<file path="src/rtl/sram_read_arbiter_if.sv">
// ---------------------------------------------------------------------------
// sram_read_arbiter_if
// Bundles the requester handshake, the response return path and the SRAM
// read port of sram_read_arbiter.
//
//   req_valid / req_ready        per-requester burst request and one-hot accept
//   req_base_addr / req_len      packed burst start addresses / lengths minus one
//   rsp_valid / rsp_last         one-hot response strobe and final-word marker
//   rsp_data                     read data shared by all requesters
//   busy                         burst issuing or a read still in flight
//   dut__tb__sram_read_address   SRAM read address driven by the arbiter
//   tb__dut__sram_read_data      SRAM read data, one cycle after its address
//
// The slave modport is the arbiter's view; master is the requester/SRAM side.
// ---------------------------------------------------------------------------
interface sram_read_arbiter_if #(
    parameter int NUM_REQ = 2,
    parameter int ADDR_W  = 12,
    parameter int DATA_W  = 32,
    parameter int LEN_W   = 8
);
    logic [NUM_REQ-1:0]        req_valid;
    logic [NUM_REQ-1:0]        req_ready;
    logic [NUM_REQ*ADDR_W-1:0] req_base_addr;
    logic [NUM_REQ*LEN_W-1:0]  req_len;
    logic [NUM_REQ-1:0]        rsp_valid;
    logic [NUM_REQ-1:0]        rsp_last;
    logic [DATA_W-1:0]         rsp_data;
    logic                      busy;
    logic [ADDR_W-1:0]         dut__tb__sram_read_address;
    logic [DATA_W-1:0]         tb__dut__sram_read_data;

    modport slave (
        input  req_valid,
        input  req_base_addr,
        input  req_len,
        input  tb__dut__sram_read_data,
        output req_ready,
        output rsp_valid,
        output rsp_last,
        output rsp_data,
        output busy,
        output dut__tb__sram_read_address
    );

    modport master (
        output req_valid,
        output req_base_addr,
        output req_len,
        output tb__dut__sram_read_data,
        input  req_ready,
        input  rsp_valid,
        input  rsp_last,
        input  rsp_data,
        input  busy,
        input  dut__tb__sram_read_address
    );
endinterface

</file>
<file path="src/rtl/sram_read_arbiter.sv">
// ---------------------------------------------------------------------------
// sram_read_arbiter
// Shares one SRAM read port between NUM_REQ requesters. Each requester asks
// for a burst of req_len+1 consecutive words starting at req_base_addr.
// Bursts are granted round-robin, one at a time, and each returned word is
// steered to the owning requester one cycle after its address.
//
// Ports:
//   clk    system clock
//   reset  synchronous, active-high reset
//   bus    sram_read_arbiter_if.slave (request, response and SRAM signals)
//
// States:
//   IDLE  | no burst issuing; search for a winner, accept it, latch its burst
//   BURST | drive base+cnt to the SRAM each cycle until cnt reaches len
// ---------------------------------------------------------------------------
module sram_read_arbiter #(
    parameter int NUM_REQ = 2,
    parameter int ADDR_W  = 12,
    parameter int DATA_W  = 32,
    parameter int LEN_W   = 8
) (
    input  logic                  clk,
    input  logic                  reset,
    sram_read_arbiter_if.slave    bus
);

    localparam int PTR_W = (NUM_REQ > 1) ? $clog2(NUM_REQ) : 1;

    typedef enum logic {
        IDLE  = 1'b0,
        BURST = 1'b1
    } state_t;

    state_t             state, state_nxt;

    logic [PTR_W-1:0]   rr_ptr, rr_ptr_nxt;
    logic [PTR_W-1:0]   cur_id, cur_id_nxt;
    logic [ADDR_W-1:0]  cur_base, cur_base_nxt;
    logic [LEN_W-1:0]   cur_len, cur_len_nxt;
    logic [LEN_W-1:0]   cnt, cnt_nxt;

    logic               found;
    logic [PTR_W-1:0]   win_id;
    logic [ADDR_W-1:0]  win_base;
    logic [LEN_W-1:0]   win_len;
    int                 scan_idx;

    logic [NUM_REQ-1:0] ready_vec;
    logic [ADDR_W-1:0]  rd_addr;
    logic               issue_valid;
    logic               issue_last;

    // response pipeline: tags the word whose address went out last cycle
    logic               pipe_valid;
    logic [PTR_W-1:0]   pipe_id;
    logic               pipe_last;

    // Round-robin search: start at rr_ptr, wrap modulo NUM_REQ, first set wins.
    always_comb begin
        found    = 1'b0;
        win_id   = '0;
        scan_idx = 0;
        for (int k = 0; k < NUM_REQ; k++) begin
            scan_idx = int'(rr_ptr) + k;
            if (scan_idx >= NUM_REQ) begin
                scan_idx = scan_idx - NUM_REQ;
            end
            if (!found && bus.req_valid[scan_idx]) begin
                found  = 1'b1;
                win_id = PTR_W'(scan_idx);
            end
        end
    end

    assign win_base = bus.req_base_addr[int'(win_id)*ADDR_W +: ADDR_W];
    assign win_len  = bus.req_len[int'(win_id)*LEN_W +: LEN_W];

    always_comb begin
        state_nxt    = state;
        rr_ptr_nxt   = rr_ptr;
        cur_id_nxt   = cur_id;
        cur_base_nxt = cur_base;
        cur_len_nxt  = cur_len;
        cnt_nxt      = cnt;
        ready_vec    = '0;
        rd_addr      = '0;
        issue_valid  = 1'b0;
        issue_last   = 1'b0;

        case (state)
            IDLE: begin
                if (found) begin
                    ready_vec[win_id] = 1'b1;
                    cur_id_nxt        = win_id;
                    cur_base_nxt      = win_base;
                    cur_len_nxt       = win_len;
                    cnt_nxt           = '0;
                    rr_ptr_nxt        = (win_id == PTR_W'(NUM_REQ - 1)) ? '0
                                                                        : win_id + PTR_W'(1);
                    state_nxt         = BURST;
                end
            end
            BURST: begin
                // address wraps silently past all-ones
                rd_addr     = cur_base + ADDR_W'(cnt);
                issue_valid = 1'b1;
                issue_last  = (cnt == cur_len);
                cnt_nxt     = cnt + LEN_W'(1);
                if (issue_last) begin
                    state_nxt = IDLE;
                end
            end
            default: begin
                state_nxt = IDLE;
            end
        endcase
    end

    always_ff @(posedge clk) begin
        if (reset) begin
            state      <= IDLE;
            rr_ptr     <= '0;
            cur_id     <= '0;
            cur_base   <= '0;
            cur_len    <= '0;
            cnt        <= '0;
            pipe_valid <= 1'b0;
            pipe_id    <= '0;
            pipe_last  <= 1'b0;
        end else begin
            state      <= state_nxt;
            rr_ptr     <= rr_ptr_nxt;
            cur_id     <= cur_id_nxt;
            cur_base   <= cur_base_nxt;
            cur_len    <= cur_len_nxt;
            cnt        <= cnt_nxt;
            pipe_valid <= issue_valid;
            pipe_id    <= cur_id;
            pipe_last  <= issue_last;
        end
    end

    assign bus.req_ready                  = ready_vec;
    assign bus.dut__tb__sram_read_address = rd_addr;
    assign bus.rsp_valid                  = pipe_valid ? (NUM_REQ'(1) << pipe_id) : '0;
    assign bus.rsp_last                   = (pipe_valid && pipe_last) ? (NUM_REQ'(1) << pipe_id) : '0;
    // SRAM has a fixed 1-cycle latency, so its output lines up with pipe_*
    assign bus.rsp_data                   = bus.tb__dut__sram_read_data;
    assign bus.busy                       = (state == BURST) | pipe_valid;

endmodule

</file>
<file path="src/flat_wrapper.sv">
// flat-port wrapper written by rule: the top's interface ports become plain ports
module sram_read_arbiter_flat 
#(
    parameter int NUM_REQ = 2,
    parameter int ADDR_W  = 12,
    parameter int DATA_W  = 32,
    parameter int LEN_W   = 8
)
  (clk, reset, bus_req_valid, bus_req_base_addr, bus_req_len, bus_tb__dut__sram_read_data, bus_req_ready, bus_rsp_valid, bus_rsp_last, bus_rsp_data, bus_busy, bus_dut__tb__sram_read_address);
  sram_read_arbiter_if #(.NUM_REQ(NUM_REQ), .ADDR_W(ADDR_W), .DATA_W(DATA_W), .LEN_W(LEN_W)) bus_i ();
  input  logic clk;
  input  logic reset;
  input wire logic [$bits(bus_i.req_valid)-1:0] bus_req_valid;
  input wire logic [$bits(bus_i.req_base_addr)-1:0] bus_req_base_addr;
  input wire logic [$bits(bus_i.req_len)-1:0] bus_req_len;
  input wire logic [$bits(bus_i.tb__dut__sram_read_data)-1:0] bus_tb__dut__sram_read_data;
  output wire logic [$bits(bus_i.req_ready)-1:0] bus_req_ready;
  output wire logic [$bits(bus_i.rsp_valid)-1:0] bus_rsp_valid;
  output wire logic [$bits(bus_i.rsp_last)-1:0] bus_rsp_last;
  output wire logic [$bits(bus_i.rsp_data)-1:0] bus_rsp_data;
  output wire logic [$bits(bus_i.busy)-1:0] bus_busy;
  output wire logic [$bits(bus_i.dut__tb__sram_read_address)-1:0] bus_dut__tb__sram_read_address;
  assign bus_i.req_valid = bus_req_valid;
  assign bus_i.req_base_addr = bus_req_base_addr;
  assign bus_i.req_len = bus_req_len;
  assign bus_i.tb__dut__sram_read_data = bus_tb__dut__sram_read_data;
  assign bus_req_ready = bus_i.req_ready;
  assign bus_rsp_valid = bus_i.rsp_valid;
  assign bus_rsp_last = bus_i.rsp_last;
  assign bus_rsp_data = bus_i.rsp_data;
  assign bus_busy = bus_i.busy;
  assign bus_dut__tb__sram_read_address = bus_i.dut__tb__sram_read_address;
  sram_read_arbiter #(.NUM_REQ(NUM_REQ), .ADDR_W(ADDR_W), .DATA_W(DATA_W), .LEN_W(LEN_W)) u_core (.clk(clk), .reset(reset), .bus(bus_i));
endmodule
</file>
<file path="config.mk">
export PLATFORM = sky130hd
export DESIGN_NAME = sram_read_arbiter_flat
export DESIGN_NICKNAME = d
export VERILOG_FILES = /design/src/rtl/sram_read_arbiter_if.sv /design/src/rtl/sram_read_arbiter.sv /design/src/flat_wrapper.sv
export SDC_FILE = /design/constraint.sdc
export NUM_CORES = 1
export LEC_CHECK = 0
export ABC_AREA = 1
export CAP_MARGIN = 20
export CORE_MARGIN = 2
export CORE_UTILIZATION = 44
export CTS_BUF_LIST = sky130_fd_sc_hd__clkbuf_2
export CTS_CLUSTER_DIAMETER = 120
export DETAILED_ROUTE_END_ITERATION = 16
export PLACE_DENSITY_LB_ADDON = 0.2
export SETUP_SLACK_MARGIN = 0.1
export SYNTH_ARGS = -nofsm -noshare
export SYNTH_HDL_FRONTEND = slang
export SYNTH_SLANG_ARGS = --single-unit
</file>
<file path="constraint.sdc">
create_clock -name clk -period 2.5 [get_ports clk]
set_input_delay 0.375 -clock clk [delete_from_list [all_inputs] [get_ports clk]]
set_output_delay 0.375 -clock clk [all_outputs]
set_load 0.05 [all_outputs]
</file>
Yosys cells after proc, flatten, opt, wreduce, memory -nomap -nowiden
Index checks and enable logic that the tools add are counted.

word-level totals
  input bits = 76
  bits in registers = 34
  logic and storage cells = 61

cells by class
  order comparisons = 6
  shift operators = 3
  add/sub/neg operators = 6
  reductions and logical operators = 6
  bitwise logic cells = 2
  eq/ne operators = 2
  $mul = 1
  muxes and demuxes = 26

operator list
  cell                                                                    count
  32-bit by 3-bit < comparator with 1-bit output, second input constant   2
  32-bit two-way mux                                                      2
  32-bit by 3-bit >= comparator with 1-bit output, second input constant  1
  24-bit by 32-bit indexed part select with 12-bit output                 1
  32-bit by 3-bit subtractor with 32-bit output, second input constant    1
  8-bit one-hot mux with 2 select lines                                   1
  16-bit by 5-bit indexed part select with 8-bit output                   1
  1-bit two-way mux                                                       15
  12-bit by 8-bit adder with 12-bit output                                1
  12-bit two-way mux                                                      1
  8-bit by 1-bit adder with 8-bit output, second input constant           1
  8-bit == test                                                           1
  2-bit two-way mux                                                       4
  8-bit two-way mux                                                       1
  1-bit logical AND                                                       3
  1-bit by 2-bit multiplier with 3-bit output, second input constant      1
  1-bit by 2-bit subtractor with 3-bit output, second input constant      1
  1-bit by 1-bit adder with 2-bit output, second input constant           1
  1-bit by 2-bit >= comparator with 1-bit output, second input constant   1
  1-bit by 2-bit < comparator with 1-bit output, second input constant    1
  2-bit by 1-bit != test with 1-bit output, second input constant         1
  1-bit one-hot mux with 2 select lines                                   1
  2-bit AND reduction                                                     1
  2-bit OR reduction                                                      1
  other kinds (7)                                                         7

Depth between registers and ports, before layout
Gate-level depths: netlist of run 1.

  word-level depth = 15
  depth in mapped cells = 10

Least setup slack after synthesis of run 1
OpenSTA, ideal clock, no wires.

  path type = reg2out
  start = reg u_core.cnt[0]
  end = out bus_dut__tb__sram_read_address[6]
  buffers on the path = 0
  data arrival time = 2.080 ns
  data required time = 2.125 ns
  setup slack = 0.045 ns
  cell stages (with the launch flop) = 10
  cell sequence = dfxtp_1 > ha_1 > fa_1 > nand2_1 > nand3_1 > nand2_1 > o21ai_0 > nand2_1 > nand2_1 > nor2_1

on the way
  word-level cells in the longest chain between the ends = 2

RTL lines
  element                                   line                      source
  from (decl)                               sram_read_arbiter.sv:41   logic [LEN_W-1:0] cnt, cnt_nxt;
  from (signal assigned)                    sram_read_arbiter.sv:137  cnt <= cnt_nxt;
  12-bit by 8-bit adder with 12-bit output  sram_read_arbiter.sv:106  rd_addr = cur_base + ADDR_W'(cnt);
  12-bit two-way mux                        sram_read_arbiter.sv:91   case (state)
  to (decl)                                 flat_wrapper.sv:22        output wire logic [$bits(bus_i.dut__tb__sram_read_address)-1:0] bus_dut__tb__sram_read_address;

No other way between the ends.

Worst setup path in the final report of run 1
  start = reg u_core.cur_base[0]
  end = out bus_dut__tb__sram_read_address[6]

on the way
  word-level cells in the longest chain between the ends = 2

RTL lines
  element                                   line                      source
  from (decl)                               sram_read_arbiter.sv:39   logic [ADDR_W-1:0] cur_base, cur_base_nxt;
  from (signal assigned)                    sram_read_arbiter.sv:135  cur_base <= cur_base_nxt;
  12-bit by 8-bit adder with 12-bit output  sram_read_arbiter.sv:106
  12-bit two-way mux                        sram_read_arbiter.sv:91

No other way between the ends.

==> results of run 1 <==
cell families after synthesis:
kind of cell | Yosys count | share of synthesized area
AND/OR/NAND/NOR | 200 | 0.345
buffers and inverters | 88 | 0.198
flip-flops | 34 | 0.282
XOR/XNOR | 4 | 0.0145
adder cells (fa/ha/maj) | 10 | 0.0549
AO/OA/AOI/OAI | 40 | 0.106
cells in the mapped netlist, drive strengths merged, types with 3 or more instances:
master	instances	area (um2)
xnor2	3	26.3
nand3	22	110
buf	37	284
a31oi	8	50.1
dfxtp	34	681
nor2	37	156
nand2	127	479
inv	48	183
o22ai	3	18.8
nor3	3	15.0
nand4	5	31.3
a21oi	9	45.0
o21ai	9	56.3
o211ai	7	52.6
ha	9	113
power breakdown:
part,switching [uW],internal [uW],total (uW)
registers,41.2,583,624
logic,259,223,482
clock network,186,161,347
total,486,966,1450
per-stage QoR:
step | worst slack (ps) | TNS, ps
CTS | 64.2 | 0
global placement | 298 | 0
finish | 103 | 0
detailed placement | 256 | 0
global route | -21.8 | -32.0
floorplan | 171 | 0
per-layer routing:
layer / GRT usage / wire length, um
met1: 0.248 / 2800
met4: 0.0632 / 77
met5: 0 / 0
met2: 0.344 / 2750
met3: 0.0483 / 451
worst max-delay path, stage by stage (launching register included):
cell,delay (ps)
dfxtp_1,370
ha_4,180
fa_2,380
nand2_2,80
nand3_2,70
nand2_2,90
o21ai_2,70
nand2_1,70
nand2_1,50
nor2_2,130
buf_12,150
sequential cells by signal, summed over array words and instances (netlist names):
register           cells
u_core.cur_base       12
u_core.state           1
u_core.pipe_last       1
u_core.cur_id          1
u_core.rr_ptr          1
u_core.pipe_id         1
u_core.cur_len         8
u_core.pipe_valid      1
u_core.cnt             8
layout make-up:
type	count	area [um2]	area share
sequential	34	703	0.213
timing repair buffer	75	846	0.256
clock buffer	5	25.0	0.00758
clock inverter	2	33.8	0.0102
tap	70	87.6	0.0265
inverter	49	186	0.0565
multi-input combinational	254	1420	0.430
how the worst min path moves through the flow:
stage	to	slack, ps
2_1_floorplan	u_core.pipe_id$_SDFF_PP0_	400
5_1_grt	u_core.pipe_id$_SDFF_PP0_	470
6_report	u_core.pipe_id$_SDFF_PP0_	440
3_5_place_dp	u_core.pipe_id$_SDFF_PP0_	420
4_1_cts	u_core.pipe_id$_SDFF_PP0_	440
3_3_place_gp	u_core.pipe_id$_SDFF_PP0_	410
what timing repair did:
item	in CTS	in global routing
setup buffers	5	3
resized for setup	26	20
endpoints found under the setup margin	8	9
pin swaps	9	5
==> run summary, run 1 <==
Detail Route Antenna Nets - 0
share of layout cells above drive strength 1 - 0.196
Vias/cell - 4.81
initial antenna violation count - 0
Worst setup SP type - flip-flop
Yosys warning count - 0
Syn-to-layout area delta - 36.7%
R2R cell count - 6
Leak - 0.00147 uW
cells after synthesis - 376
Hold Crit Class - flip-flop to flip-flop
I/O Pins - 127
Crit. End Element - output port
flop and latch count out of synthesis - 34
ys async rst share - 0
clk_skew - 17.1 ps
GPL Wtd Cong - 0.879
Fin. Hold Viols - 0
fin util - 0.634
layout net count - 505
crit path max fanout - 3
PortBufs - 62
WL final - 6080 um
Hold Buf Count CTS - 0
hold_sp - u_core.cur_id$_SDFFE_PP0P_
Final Cycle Share - 0.959
RR Endpoint - u_core.cnt[6]$_SDFFE_PP0P_
Max VDD drop - 0.250 mV
Avg Inst Size Synth - 6.42 um2
vias in the first global route - 2,217
Post-Layout Inst Area - 3300 um2
DP HPWL - 4430 um
post-synthesis sequential area ratio - 0.282
Max Fclk - 0.417 GHz
RSZ-0062 raised after global routing - yes
commonest cells after routing, fill and taps aside - nand2_1 (123), clkdlybuf4s50_1 (48), inv_1 (46)
antenna diode count - 0
setup violators final - 0
Placed Area - 3000 um2
Crit path arrival time - 2020 ps
WHS - 438 ps
WHS Path Cells - 2
R2R setup slack - 900 ps
# clock sinks - 34
Die ar. - 6100 um2
Worst slew margin - 0.669
Critical R2R Launch - u_core.state$_SDFF_PP0_
Pwr Total - 1450 uW
synthesized cell area - 2410 um2
Total GRT Usage - 0.201
CP Class - flip-flop to output port
CTS Buf Count - 5
Via Count - 2,354
Rows - 26
CTS tree - built
Die Ht - 78.1 um
placed instance count - 474
largest net degree at the start of global routing - 19
die width - 78.1 um
Starting Density - 0.464
Longest Clk Path Bufs - 2
Post-Syn Nets - 462
status - finished, final reports clean
H-tree levels - 2
most common cell after layout, fill and taps aside - nand2_1
GR Overflow Total - 0
CTS root buf - clkbuf_2
Core ar. - 5200 um2
required time worst endpoint - 2120 ps
Setup crit end - bus_dut__tb__sram_read_address[6]
drt drc - 0
fin crit period - 2400 ps
Crit. Startpoint - u_core.cur_base[0]$_SDFFE_PP0P_
number of synthesized flops with an enable pin - 0
Max Cap Viol - 0
main flop type after synthesis - dfxtp_1
Worst-path clk slew - 170 ps
WL/cell - 12.4 um
PD cells - 440 nW/um2
drt pass-1 iters - 4
initial DRC count - 113
filler instances - 475
Worst-Margin Slew - 495 ps
post-synth cell types - 35
first-pass GRT wire length - 9760 um
final std cells w/o fill - 489
max-slew violation count - 0
Worst-Skew Late Latency - 380 ps
Note: power is estimated with default switching activity, not from simulation.
==> run 2: changes to the inputs <==
- CORE_UTILIZATION: 44 -> 41
- clock period: 2.5 -> 2.6 ns (I/O delays scaled with it)
==> run summary, run 2 (synthesis results as in run 1) <==
WP buf/inv - 1
crit path max fanout - 3
Max Cap Viol - 0
commonest cells after routing, fill and taps aside - nand2_1 (122), clkdlybuf4s50_1 (49), inv_1 (46)
first-pass GRT wire length - 10,400 um
RSZ-0062 raised after global routing - yes
antenna diode count - 0
most common cell after layout, fill and taps aside - nand2_1
CTS Buf Count - 5
largest net degree at the start of global routing - 20
Critical R2R Launch - u_core.cnt[0]$_SDFFE_PP0P_
Die Ht - 80.7 um
initial DRC count - 65
share of layout cells above drive strength 1 - 0.197
setup violators final - 0
Core ar. - 5610 um2
H-tree levels - 2
Fin Setup TNS - 0 ps
Crit. End Element - output port
Longest Clk Path Bufs - 2
GPL Wtd Cong - 0.895
Detail Route Antenna Nets - 0
area of the multi-input gates - 1420 um2
Crit path arrival time - 2060 ps
Worst slew margin - 0.620
R2R setup slack - 1150 ps
PD cells - 403 nW/um2
CTS root buf - clkbuf_2
initial antenna violation count - 0
Largest register FFs - 12
clock share of power - 0.190
status - finished, final reports clean
combinational fraction of design power - 0.354
worst path cell trace - ha_4, fa_2, nand2_2, nand3_2, nand2_2, o21ai_2, nand2_1, nand2_1, nor2_2, buf_12
crit path max-delay cell type - fa_2
Pwr Total - 1310 uW
Max Fclk - 0.408 GHz
CP max stage delay - 400 ps
Via Count - 2,421
hold endpoint - u_core.pipe_id$_SDFF_PP0_
CP Class - flip-flop to output port
Max VDD drop - 0.273 mV
clk_skew - 10.6 ps
drt drc - 0
Worst setup SP type - flip-flop
Fin. Hold Viols - 0
DP HPWL - 4850 um
Final Cycle Share - 0.944
Worst-Margin Slew - 567 ps
Hold Crit Class - flip-flop to flip-flop
layout net count - 502
Post-Layout Inst Area - 3240 um2
NetSw - 472 uW
vias in the first global route - 2,292
Worst-Skew Late Latency - 370 ps
Vias/cell - 4.95
WHS - 432 ps
internal power - 834 uW
I/O Pins - 127
# clock sinks - 34
Switching Fraction - 0.361
Starting Density - 0.431
RR Endpoint - u_core.cnt[6]$_SDFFE_PP0P_
WL final - 6400 um
R2R cell count - 7
Largest Register - u_core.cur_base
hold_sp - u_core.cur_id$_SDFFE_PP0P_
Die ar. - 6520 um2
register area - 708 um2
Placed Area - 2980 um2
Syn-to-layout area delta - 34.2%
PortBufs - 62
max-slew violation count - 0
required time worst endpoint - 2210 ps
Leak - 0.00145 uW
Worst-path clk slew - 180 ps
CP top delay family - adder cells
Rows - 27
WHS Path Cells - 2
largest registers - u_core.cur_base (12), u_core.cnt (8), u_core.cur_len (8)
die width - 80.7 um
WL/cell - 13.1 um
CTS tree - built
Reg power frac - 0.457
Total GRT Usage - 0.203
fin crit period - 2450 ps
GR Overflow Total - 0
filler instances - 552
drt pass-1 iters - 4
run 2: layout make-up:
class,instances,share of cell area
multi-input cells,254,0.437
clock buffers,6,0.00926
repair buffers,72,0.247
well taps,72,0.0278
clock inverters,2,0.00270
flip-flops and latches,34,0.218
inverters,49,0.0575
run 2: timing repair:
| item | in CTS | in global routing |
|---|---|---|
| setup endpoints to repair | 7 | 8 |
| resized for setup | 11 | 45 |
| gates cloned | 0 | 0 |
| hold buffers | 0 | 0 |
| endpoints found under the hold margin | 0 | 0 |
| pin swaps | 0 | 12 |
| setup buffers | 1 | 4 |
run 2: through the flow:
stage,worst slack [ps],utilization,instances
after floorplan,130,-,376
after global placement,309,0.531,476
after detailed placement,284,0.531,476
after CTS,83.2,0.543,485
after global routing,-8.90,0.578,489
final,146,0.578,489
run 2: worst max path at each step:
stage	end	from	slack, ps	cells past startpoint
2_1_floorplan	bus_dut__tb__sram_read_address[6]	u_core.cnt[0]$_SDFFE_PP0P_	130	9
3_3_place_gp	bus_dut__tb__sram_read_address[6]	u_core.cnt[0]$_SDFFE_PP0P_	310	10
3_5_place_dp	bus_dut__tb__sram_read_address[6]	u_core.cnt[0]$_SDFFE_PP0P_	280	10
4_1_cts	bus_dut__tb__sram_read_address[6]	u_core.cnt[0]$_SDFFE_PP0P_	80	10
5_1_grt	bus_dut__tb__sram_read_address[6]	u_core.cnt[0]$_SDFFE_PP0P_	-9	10
6_report	bus_dut__tb__sram_read_address[6]	u_core.cnt[0]$_SDFFE_PP0P_	150	10
run 2: power by group through the flow:
stage	Clock, uW	Combinational [uW]	Sequential (uW)
after global placement	0	435	606
final	248	462	596
after detailed placement	0	436	607
after floorplan	0	390	598
after global routing	280	503	604
after CTS	251	446	595
run 2: worst reg2reg max path: stages, from the launching register on:
cell,delay (ps)
dfxtp_4,390
buf_4,130
ha_1,190
nand3_1,130
nor3_1,210
nand2_1,100
o21ai_0,160
a21oi_1,60
run 2: layer usage:
layer  up-vias  share of wire  wire [um]  track usage
met5         -              0          0            0
met4         0         0.0094         60       0.0542
met3         7          0.063        400       0.0411
met2        86           0.48       3040        0.362
met1      1091           0.45       2890        0.249
li1       1237              -          -            -
==> RTL edit 1 (config.mk and constraints of run 1) <==
`LEN_W` is set to 8 in 3 places; all go to 16.
--- a/src/rtl/sram_read_arbiter_if.sv
+++ b/src/rtl/sram_read_arbiter_if.sv
@@ -17,7 +17,7 @@
     parameter int NUM_REQ = 2,
     parameter int ADDR_W  = 12,
     parameter int DATA_W  = 32,
-    parameter int LEN_W   = 8
+    parameter int LEN_W   = 16
 );
     logic [NUM_REQ-1:0]        req_valid;
     logic [NUM_REQ-1:0]        req_ready;
--- a/src/rtl/sram_read_arbiter.sv
+++ b/src/rtl/sram_read_arbiter.sv
@@ -18,7 +18,7 @@
     parameter int NUM_REQ = 2,
     parameter int ADDR_W  = 12,
     parameter int DATA_W  = 32,
-    parameter int LEN_W   = 8
+    parameter int LEN_W   = 16
 ) (
     input  logic                  clk,
     input  logic                  reset,
--- a/src/flat_wrapper.sv
+++ b/src/flat_wrapper.sv
@@ -4,7 +4,7 @@
     parameter int NUM_REQ = 2,
     parameter int ADDR_W  = 12,
     parameter int DATA_W  = 32,
-    parameter int LEN_W   = 8
+    parameter int LEN_W   = 16
 )
   (clk, reset, bus_req_valid, bus_req_base_addr, bus_req_len, bus_tb__dut__sram_read_data, bus_req_ready, bus_rsp_valid, bus_rsp_last, bus_rsp_data, bus_busy, bus_dut__tb__sram_read_address);
   sram_read_arbiter_if #(.NUM_REQ(NUM_REQ), .ADDR_W(ADDR_W), .DATA_W(DATA_W), .LEN_W(LEN_W)) bus_i ();
Interface: changed (resized bus_req_len); port bits go from 127 to 143. No check against the original RTL was run, so the function may have changed too.
==> RTL edit 1 against run 1 <==
The flow now finishes with violations (setup timing); routed wire length rose by 51%; clock power barely moved; worst setup slack got worse by 0.16 ns; synthesized area rose by 47%; sequential cell count rose by 16; largest power group unchanged; sequential power rose by 42%; total power rose by 22%; final area rose by 43%.
==> RTL edit 1: results (changes against run 1) <==
metric	value	unit	change
status	finished, violations left		
failing checks	setup timing		
xor and xnor area share after synthesis	1.98	%	+0.53 points
Skew-Pair Late Insertion Delay	0.46	ns	+0.08 ns
Worst slew margin	56.4	%	-10 points
Max VDD drop	185	uV	-26%
Reg clk slew, reported paths	0.29	ns	+0.12 ns
Hold Path End	u_core.cur_len[4]		
worst setup path startpoint	u_core.cnt[0]		
Detail Placement HPWL	6950	um	+57%
post-synthesis net count	649		+40%
DRT Wirelength	9180	um	+51%
sequential area share after synthesis	28.3	%	+0.10 points
layout net count	705		+40%
Distinct cells, synth	37		+5.7%
Buffers on Ports	78		+26%
Leak	2.07	nW	+41%
# setup viols final	4		+4
hold path start	bus_req_len[4]		
Total GRT Usage	21.8	%	+1.7 points
Setup WS post-layout	-0.0596	ns	-0.163 ns
Starting DRT DRC Count	92		-19%
Hold Path Depth	3		+1
Critical Path AT	2.18	ns	+0.16 ns
largest net degree at the start of global routing	40		+21
commonest cells in the netlist	172 x nand2_1, 75 x inv_1, 50 x dfxtp_1		
share of cells above drive strength 1	22.5	%	+2.9 points
Layout Skew	0.0364	ns	+0.0192 ns
Routability Congestion	0.904		+2.8%
Placed Area	4250	um2	+42%
Compound-Gate Fraction of Synth Area	13.1	%	+2.5 points
adder-cell share of the synthesized area	4.81	%	-0.68 points
switching pwr	0.612	mW	+26%
first-pass GRT wire length	15100	um	+55%
[RTL edit 1: cell count changes after synthesis, moves of 4 or more]
cell | run 1 | this run
a21oi_1 | 9 | 19
nor2_1 | 34 | 41
inv_1 | 46 | 75
inv_2 | 1 | 5
nor2_2 | 1 | 6
nand2_1 | 126 | 172
o21ai_0 | 8 | 18
dfxtp_1 | 34 | 50
nand3_1 | 22 | 26
o211ai_1 | 7 | 24
nand2_2 | 1 | 5
[RTL edit 1: what timing repair did]
| item | 4_1_cts | 5_1_grt |
|---|---|---|
| gates resized for setup | 65 | 19 |
| pin swaps | 11 | 8 |
| setup endpoints to repair | 10 | 12 |
| buffers inserted | 11 | 2 |
[RTL edit 1: area by class of cell]
type / count / area share (%)
clock buffers: 5 / 0.531
clock inverters: 3 / 0.425
inverters: 81 / 6.51
multi-input cells: 367 / 45.6
flip-flops and latches: 50 / 22.5
well taps: 102 / 2.71
repair buffers: 95 / 21.8
[RTL edit 1: worst max-delay path by stage]
stage	depth (start not counted)	slack, ns	to
final	9	-0.06	bus_dut__tb__sram_read_address[4]
after global routing	10	-0.16	bus_dut__tb__sram_read_address[6]
after CTS	10	-0.04	bus_dut__tb__sram_read_address[6]
after detailed placement	7	0.23	bus_req_ready[0]
after global placement	7	0.28	bus_req_ready[0]
after floorplan	7	0.18	bus_dut__tb__sram_read_address[8]
[RTL edit 1: cells by family after synthesis]
family          count (synthesis)
compound gates                 74
xor+xnor                        8
fa+ha+maj                      13
buf+inv                       127
simple gates                  272
flops                          50
[RTL edit 1: routing by layer]
layer	routed length, um	GRT usage (%)
met1	4080	29.1
met2	4430	36.3
met3	523	3.45
met4	146	6.28
met5	0	0
[RTL edit 1: power groups by stage]
| stage | Clock, mW | Sequential (mW) | Combinational, mW |
|---|---|---|---|
| floorplan | 0 | 0.890 | 0.441 |
| global placement | 0 | 0.907 | 0.493 |
| detailed placement | 0 | 0.908 | 0.497 |
| CTS | 0.352 | 0.888 | 0.529 |
| global route | 0.386 | 0.896 | 0.592 |
| finish | 0.346 | 0.889 | 0.537 |
[RTL edit 1: metrics by stage]
| stage | std cells | hold WS, ns | setup TNS (ns) |
|---|---|---|---|
| floorplan | 544 | 0.400 | 0 |
| global placement | 682 | 0.419 | 0 |
| detailed placement | 682 | 0.422 | 0 |
| CTS | 701 | 0.433 | -0.131 |
| global route | 703 | 0.421 | -0.761 |
| finish | 703 | 0.433 | -0.162 |
[RTL edit 1: worst max-delay path, cell delays in order, from the launching register on]
cell and delay (ns):
dfxtp_4 0.43, ha_4 0.17, fa_2 0.38, nand2_2 0.08
nand3_2 0.09, nand2_2 0.10, buf_4 0.12, xor2_2 0.15
nor2_2 0.06, buf_12 0.15
==> RTL edit 2 (flow settings as in run 1) <==
Made on the original files. Make the reset (`reset`) asynchronous in one clocked block. Comments in the files are not updated.
--- a/src/rtl/sram_read_arbiter.sv
+++ b/src/rtl/sram_read_arbiter.sv
@@ -117,7 +117,7 @@
         endcase
     end
 
-    always_ff @(posedge clk) begin
+    always_ff @(posedge clk or posedge reset) begin
         if (reset) begin
             state      <= IDLE;
             rr_ptr     <= '0;
Formal check against the unedited RTL: differs if reset is asserted again (counterexample within 4 cycles, from zero or initial values and one cycle with reset high); with reset held inactive, the same outputs for 10 cycles.
==> RTL edit 2 against run 1 <==
The run now ends with setup timing left; non-clock buffer count up 11; final area up 5.5%; routed wire length up 6.4%; via count up 1.0%; sequential share of layout area up 3.4 points; final cell count down 3.7%; worst setup slack worse by 0.11 ns; synthesized area up 1.8%; sequential cell count unchanged; largest cell class unchanged; highest routed layer unchanged.
Power is left out: it rests on default switching activity, and per cell area and clock period it moved more than threefold.
==> RTL edit 2: results (changes against run 1) <==
metric	value	unit	change
Layout Skew	0.0102	ns	-0.00690 ns
wl on met1	2790	um	-0.18%
# setup viols final	2		+2
# fillers	475		unchanged
worst slew pin tran	0.489	ns	-0.00665 ns
M3 GR Usage	3.64	%	-1.2 points
synthesized instance count	344		-8.5%
Distinct cells, synth	28		-20%
Setup TNS	-0.0182	ns	-0.0182 ns
Reg2Reg Setup Slack	0.86	ns	-0.04 ns
Placed Cells	443		-6.5%
status	finished, violations left		
commonest cells in the netlist	103 x nand2_1, 35 x buf_4, 34 x dfrtp_1, 34 x nand3_1, 34 x nor2_1		
Placed Area	3030	um2	+1.2%
layout net count	484		-4.2%
Critical Path AT	2.14	ns	+0.12 ns
Setup WS post-layout	-0.0117	ns	-0.115 ns
delay of the slowest critical-path stage	0.45	ns	+0.07 ns
Starting DRT DRC Count	84		-26%
largest net degree at the start of global routing	35		+16
R2R Path Start	u_core.state		
met1 usage	27.8	%	+3.0 points
WHS	0.364	ns	-0.0741 ns
met2 Use GR	35.7	%	+1.3 points
worst reg2reg endpoint	u_core.cur_base[1]		
highest metal used	met4		
Total GRT Usage	21.5	%	+1.4 points
Avg WL per Cell	13.7	um	+10%
Routability Congestion	0.919		+4.5%
Detail Placement HPWL	4500	um	+1.5%
crit-path max FO	3		unchanged
top post-synthesis cells by area	dfrtp_1 35%, nand2_1 16%, buf_4 11%		
post-synthesis net count	430		-6.9%
DRT Wirelength	6460	um	+6.4%
Top Registers	u_core.cur_base (12), u_core.cnt (8), u_core.cur_len (8)		
crit-path leading delay family	adder cells		
first-pass GRT wire length	10500	um	+7.5%
async set or reset register ratio after synthesis	100	%	+100 points
critical path's slowest cell	dfrtp_1		
worst hold path type	input port to asynchronous set/reset pin		
vias in the first global route	2196		-0.95%
routed length on met2	3170	um	+15%
worst setup path startpoint	u_core.cnt[0]		
Place WS	0.228	ns	-0.0285 ns
met3 routed wirelength	357	um	-21%
via count	2378		+1.0%
sequential area share after synthesis	34.6	%	+6.4 points
failing checks	setup timing		
share of cells above drive strength 1	27.3	%	+7.7 points
RTL edit 2: kinds of logic (layout without fill, tap and decap cells):
group | Yosys count | in the layout | share of synthesized area [%]
fa+ha+maj | 10 | 10 | 5.39
buf+inv | 75 | 130 | 17.7
simple gates | 184 | 184 | 31.8
xor+xnor | 7 | 7 | 2.49
flops | 34 | 34 | 34.6
compound gates | 34 | 34 | 7.99
RTL edit 2: layout make-up:
cell class | count | area (um2) | share of cell area, %
Clock buffer | 6 | 30.0 | 0.862
Clock inverter | 2 | 8.76 | 0.252
Inverter | 36 | 144 | 4.13
Multi-Input combinational cell | 235 | 1420 | 40.7
Sequential cell | 34 | 858 | 24.6
Tap cell | 72 | 90.1 | 2.59
Timing Repair Buffer | 86 | 935 | 26.8
RTL edit 2: timing repair:
action                     4_1_cts  5_1_grt
gates resized for setup         30       36
gates cloned                     0        0
setup buffers                   12        8
pin swaps                        9       19
setup endpoints to repair       10        9
hold buffers                     0        0
